$ cat src/rtl/playback_scheduler.sv
// Note playback sequencer with keypad echo. Plays a snapshot of up to eight 4-bit notes, each followed by a silent gap.
// Optional feature: define KEY_ECHO_EN to compile in the ECHO state that sounds accepted keypad codes.
module playback_scheduler #(
  parameter int TICK_DIV  = 2,
  parameter int ON_TICKS  = 1,
  parameter int GAP_TICKS = 3
) (
  input  logic        clk,
  input  logic        reset,
  input  logic        start,
  input  logic [31:0] note_reg,
  input  logic [2:0]  last_index,
  input  logic        key_valid,
  input  logic [3:0]  key_code,
  output logic [3:0]  piezo_out,
  output logic [3:0]  led_out,
  output logic        busy,
  output logic        done,
  output logic        key_grant,
  output logic [3:0]  key_code_out,
  output logic [1:0]  state_dbg
);

  typedef enum logic [1:0] {
    IDLE     = 2'd0,
    NOTE_ON  = 2'd1,
    NOTE_GAP = 2'd2,
    ECHO     = 2'd3
  } state_t;

  localparam int TW   = (TICK_DIV > 1) ? $clog2(TICK_DIV) : 1;
  localparam int MAXT = (ON_TICKS > GAP_TICKS) ? ON_TICKS : GAP_TICKS;
  localparam int CW   = $clog2(MAXT + 1);

  state_t        state;
  logic [TW-1:0] ticker;
  logic          tick;
  logic [CW-1:0] tcnt;
  logic [CW-1:0] tcnt_nxt;
  logic [2:0]    idx;
  logic [31:0]   snap_notes;
  logic [2:0]    snap_last;

  // Handshake: start and key_valid are single-cycle requests sampled on the
  // rising edge; they are honoured only when busy is low, start first.
  assign tick      = (ticker == TW'(TICK_DIV - 1));
  assign tcnt_nxt  = tcnt + 1'b1;
  assign led_out   = piezo_out;
  assign state_dbg = state;

  always_ff @(posedge clk) begin
    if (reset || tick) ticker <= '0;
    else               ticker <= ticker + 1'b1;
  end

  always_ff @(posedge clk) begin
    if (reset) begin
      state        <= IDLE;
      tcnt         <= '0;
      idx          <= '0;
      snap_notes   <= '0;
      snap_last    <= '0;
      piezo_out    <= '0;
      busy         <= 1'b0;
      done         <= 1'b0;
      key_grant    <= 1'b0;
      key_code_out <= '0;
    end else begin
      done      <= 1'b0;
      key_grant <= 1'b0;
      case (state)
        IDLE, ECHO: begin
          if (start) begin
            snap_notes <= note_reg;
            snap_last  <= last_index;
            idx        <= '0;
            tcnt       <= '0;
            state      <= NOTE_ON;
            piezo_out  <= note_reg[3:0];
            busy       <= 1'b1;
          end else if (key_valid) begin
            key_grant    <= 1'b1;
            key_code_out <= key_code;
`ifdef KEY_ECHO_EN
            state     <= ECHO;
            tcnt      <= '0;
            piezo_out <= key_code;
`else
            state     <= IDLE;
            piezo_out <= '0;
`endif
          end else if (state == ECHO && tick) begin
            if (tcnt_nxt == CW'(ON_TICKS)) begin
              state     <= IDLE;
              tcnt      <= '0;
              piezo_out <= '0;
            end else begin
              tcnt <= tcnt_nxt;
            end
          end
        end
        NOTE_ON: begin
          if (tick) begin
            if (tcnt_nxt == CW'(ON_TICKS)) begin
              state     <= NOTE_GAP;
              tcnt      <= '0;
              piezo_out <= '0;
            end else begin
              tcnt <= tcnt_nxt;
            end
          end
        end
        NOTE_GAP: begin
          if (tick) begin
            if (tcnt_nxt == CW'(GAP_TICKS)) begin
              tcnt <= '0;
              // idx only advances while below snap_last (at most 7), so it never wraps.
              if (idx == snap_last) begin
                state <= IDLE;
                busy  <= 1'b0;
                done  <= 1'b1;
              end else begin
                idx       <= idx + 1'b1;
                state     <= NOTE_ON;
                piezo_out <= snap_notes[4*(idx + 3'd1) +: 4];
              end
            end else begin
              tcnt <= tcnt_nxt;
            end
          end
        end
        default: state <= IDLE;
      endcase
    end
  end

endmodule

$ cat config.mk
export PLATFORM = sky130hd
export DESIGN_NAME = playback_scheduler
export DESIGN_NICKNAME = d
export VERILOG_FILES = /design/src/rtl/playback_scheduler.sv
export SDC_FILE = /design/constraint.sdc
export NUM_CORES = 1
export LEC_CHECK = 0
export ABC_AREA = 1
export BUFFER_PORTS_ARGS = -buffer_cell sky130_fd_sc_hd__buf_2
export CORE_MARGIN = 3
export CORE_UTILIZATION = 34
export CTS_CLUSTER_SIZE = 40
export DETAILED_ROUTE_END_ITERATION = 10
export SETUP_SLACK_MARGIN = 0.05
export SLEW_MARGIN = 40
export SYNTH_ARGS = -nofsm -noshare
export SYNTH_HDL_FRONTEND = slang
export SYNTH_SLANG_ARGS = --single-unit
$ cat constraint.sdc
create_clock -name clk -period 1.5 [get_ports clk]
set_input_delay 0.3 -clock clk [delete_from_list [all_inputs] [get_ports clk]]
set_output_delay 0.3 -clock clk [all_outputs]
set_load 0.1 [all_outputs]
==> reports/metrics.cfg <==
[synth]
yosysSeqAreaShare_pct=41.11
synth_area_leaders=dfxtp_1, nor2_1, o21ai_0, nand2_1, a21oi_1
synthTopCellsByCount=nor2_1, o21ai_0, nand2_1
yosysMostFrequentCell=nor2_1
avgSynthCellArea_um2=6.839
synth_cells=356
ys_warn_count=0
ys_async_sr_fraction_pct=0
synth_top_area_share_pct=41.11
syn_area_um2=2435
synthFlopType=dfxtp_1
synth_edf_count=0
synth-seq-cells=50
synth_top_area_cell=dfxtp_1
syn_nets=407
yosysUniqueCellTypes=25

[global_route]
track_usage_pct=15.34
top_usage_layer=met2
grt_pass1_vias=2344
grt_pass1_wl_mm=10.39
grt_use_met2_pct=25.76
grt.overflow.total=0
grt_max_degree=33
use_met1_pct=19.70
met3_usage_pct=4.000
antenna_found_initial=0

[timing]
slew_headroom_pct=67.21
drv_slew=0
period_share_pct=98.80
timing.fmax_mhz=674.7
finalHoldViolCount=0
fin_skew_ps=10.90
worst_slack_ps=17.93
layout_min_cycle_time_ps=1482
setup_viol=0
rsz0062_at_grt=yes
finalSetupTns_ps=0
worst_pin_slew_ps=495.3

[pwr]
seq_power_share_pct=32.0
leakagePower_nw=1.446
peakVddDrop_uv=962.8
combPwrFrac_pct=55.2
power_density_nw_per_um2=1910
p_clk_share_pct=12.7
p_sw_mw=2.999
internal_power_mw=3.199
swShare_pct=48.38

[placed_design]
pre_cts_slack_ps=-29.31
gp_congestion=0.8309
dp_hpwl_mm=4.653
io_buffers=59

[setup_path]
cp-start-kind=flip-flop
worstSetupEndpointType=flip-flop
crit_fanout=6
worstPathArrival_ps=1720
r2r-start=state_dbg[0]
crit_type=flip-flop to flip-flop
worstSetupStartpoint=state_dbg[0]
worstPathRequired_ps=1740

[die]
fp.coreArea_um2=6869
design.die.area_um2=8213
ios=60
std_cell_rows=30
start_util_pct=35.45
die_h_um=90.63
die_w_um=90.63

[cts]
clkLatencyLatePin_ps=300
tritoncts=yes
clk_pin_slew_worst_paths_ps=90
cts_root_buf=clkbuf_8
cts_buffers=5
cts_sinks=50
clock_tree.htree_level_count=2
hold_buffers=0
clk_path_buf_depth=2

[routing]
drt_iter0_drc=87
vias=2485
ant_nets=0
drc=0
routedWlPerCell_um=12.19
via_per_inst=4.751
drtPass1Iterations=4
finalWirelength_mm=6.375

[finish]
fin_nets=477
area.growth.synth_to_final_pct=33.30
drive_gt1_share_pct=32.32
diodes=0

[worst_hold_path]
hp-class=primary input to flip-flop
hold_start=key_code[1]

[outcome]
status=complete, no violations

[flow_run]
cap_violations=0

==> power by group through the flow <==
stage          combinational [mW]  sequential [mW]  clock (mW)
6_report                     3.42             1.99       0.789
5_1_grt                      3.76             2.04       0.888
4_1_cts                      3.15             1.97       0.834
3_5_place_dp                 3.00             2.01           0
3_3_place_gp                 2.96             1.99           0
2_1_floorplan                1.86             2.59           0
==> timing repair <==
action                     4_1_cts  5_1_grt
hold endpoints to repair         0        0
resized for setup                6       28
setup endpoints to repair       30       37
pin swaps                       10       12
setup buffers                    5        6
cloned                           0        1
==> cells in the final DEF, fill, tap and decap left out <==
cell type | Yosys | final
nor2_2 | 3 | 1
nand3_1 | 15 | 14
o21ai_1 | 6 | 38
inv_6 | 0 | 1
o21ai_0 | 54 | 18
a21oi_1 | 27 | 26
buf_4 | 5 | 19
clkinv_2 | 0 | 1
dfxtp_1 | 50 | 43
nor4_1 | 1 | 1
nand2_2 | 1 | 5
dfxtp_2 | 0 | 5
clkbuf_4 | 0 | 4
nor2_1 | 73 | 71
o21ai_2 | 0 | 4
clkinvlp_4 | 0 | 1
inv_1 | 27 | 20
dfxtp_4 | 0 | 2
ha_1 | 8 | 3
inv_4 | 0 | 3
xnor2_1 | 1 | 1
nor2_4 | 2 | 6
a21oi_2 | 1 | 2
nand2_1 | 53 | 46
clkinv_4 | 0 | 1
clkbuf_8 | 0 | 5
o211ai_1 | 1 | 1
buf_6 | 0 | 2
inv_2 | 5 | 9
clkinvlp_2 | 0 | 1
nand2_4 | 0 | 3
buf_12 | 0 | 3
buf_2 | 5 | 54
o21a_1 | 1 | 1
nand4_1 | 2 | 2
nand3_2 | 0 | 1
xor2_1 | 1 | 1
ha_4 | 0 | 5
a31oi_1 | 3 | 3
==> worst max-delay path, cell delays in order (launching register included) <==
cell     delay (ps)
dfxtp_4         380
inv_4            40
ha_4            340
nand2_4          90
inv_6            90
nor2_4           50
nor2_4          110
inv_2            60
nor2_4           80
nand2_1          70
a21oi_2         100
==> per-stage QoR <==
stage / cell area (µm²) / hold WS [ps] / power (mW) / instances / util [%]
finish: 3246 / 219.5 / 6.198 / 523 / 47.25
floorplan: 2557 / 424.1 / 4.450 / 356 / -
global placement: 2954 / 441.3 / 4.959 / 504 / 43.01
global route: 3246 / 221.0 / 6.687 / 523 / 47.25
CTS: 3105 / 208.8 / 5.956 / 517 / 45.21
detailed placement: 2954 / 445.2 / 5.005 / 504 / 43.01
==> worst paths after layout <==
kind	endpoint	slack, ps	depth (start not counted)
worst max-delay path	idx[1]	20	10
worst min-delay path	key_code_out[1]	220	3
worst max register to register	idx[1]	20	10
worst min register to register	snap_notes[12]	460	2
==> logic make-up after synthesis <==
| group | synth area share (%) |
|---|---|
| buffers and inverters | 9.199 |
| xor gates and xnor gates | 0.7196 |
| DFF | 41.11 |
| adders and majority gates | 4.111 |
| and+or+nand+nor | 25.23 |
| AOI/OAI and AO/OA | 19.63 |
==> state kept, by name (all words and copies together), names as in the netlist <==
| name | flops |
|---|---|
| key_grant | 1 |
| tick | 1 |
| idx | 3 |
| led_out | 4 |
| state_dbg | 2 |
| done | 1 |
| busy | 1 |
| key_code_out | 4 |
| snap_last | 3 |
| snap_notes | 28 |
| tcnt | 2 |
==> cell type report <==
cell class | count | area [µm²]
repair inverters | 1 | 5.005
inverters | 33 | 137.6
clock inverters | 3 | 20.02
fillers | 707 | 3623
multi-input cells | 253 | 1354
well taps | 96 | 120.1
flip-flops and latches | 50 | 1015
repair buffers | 82 | 525.5
clock buffers | 5 | 68.82
==> metal layers <==
layer / vias up / wire length [µm]
met2: 55 / 3003
li1: 1293 / -
met4: 0 / 51
met3: 6 / 311
met1: 1131 / 3009
met5: - / 0
Power figures use the tool's default switching activity.
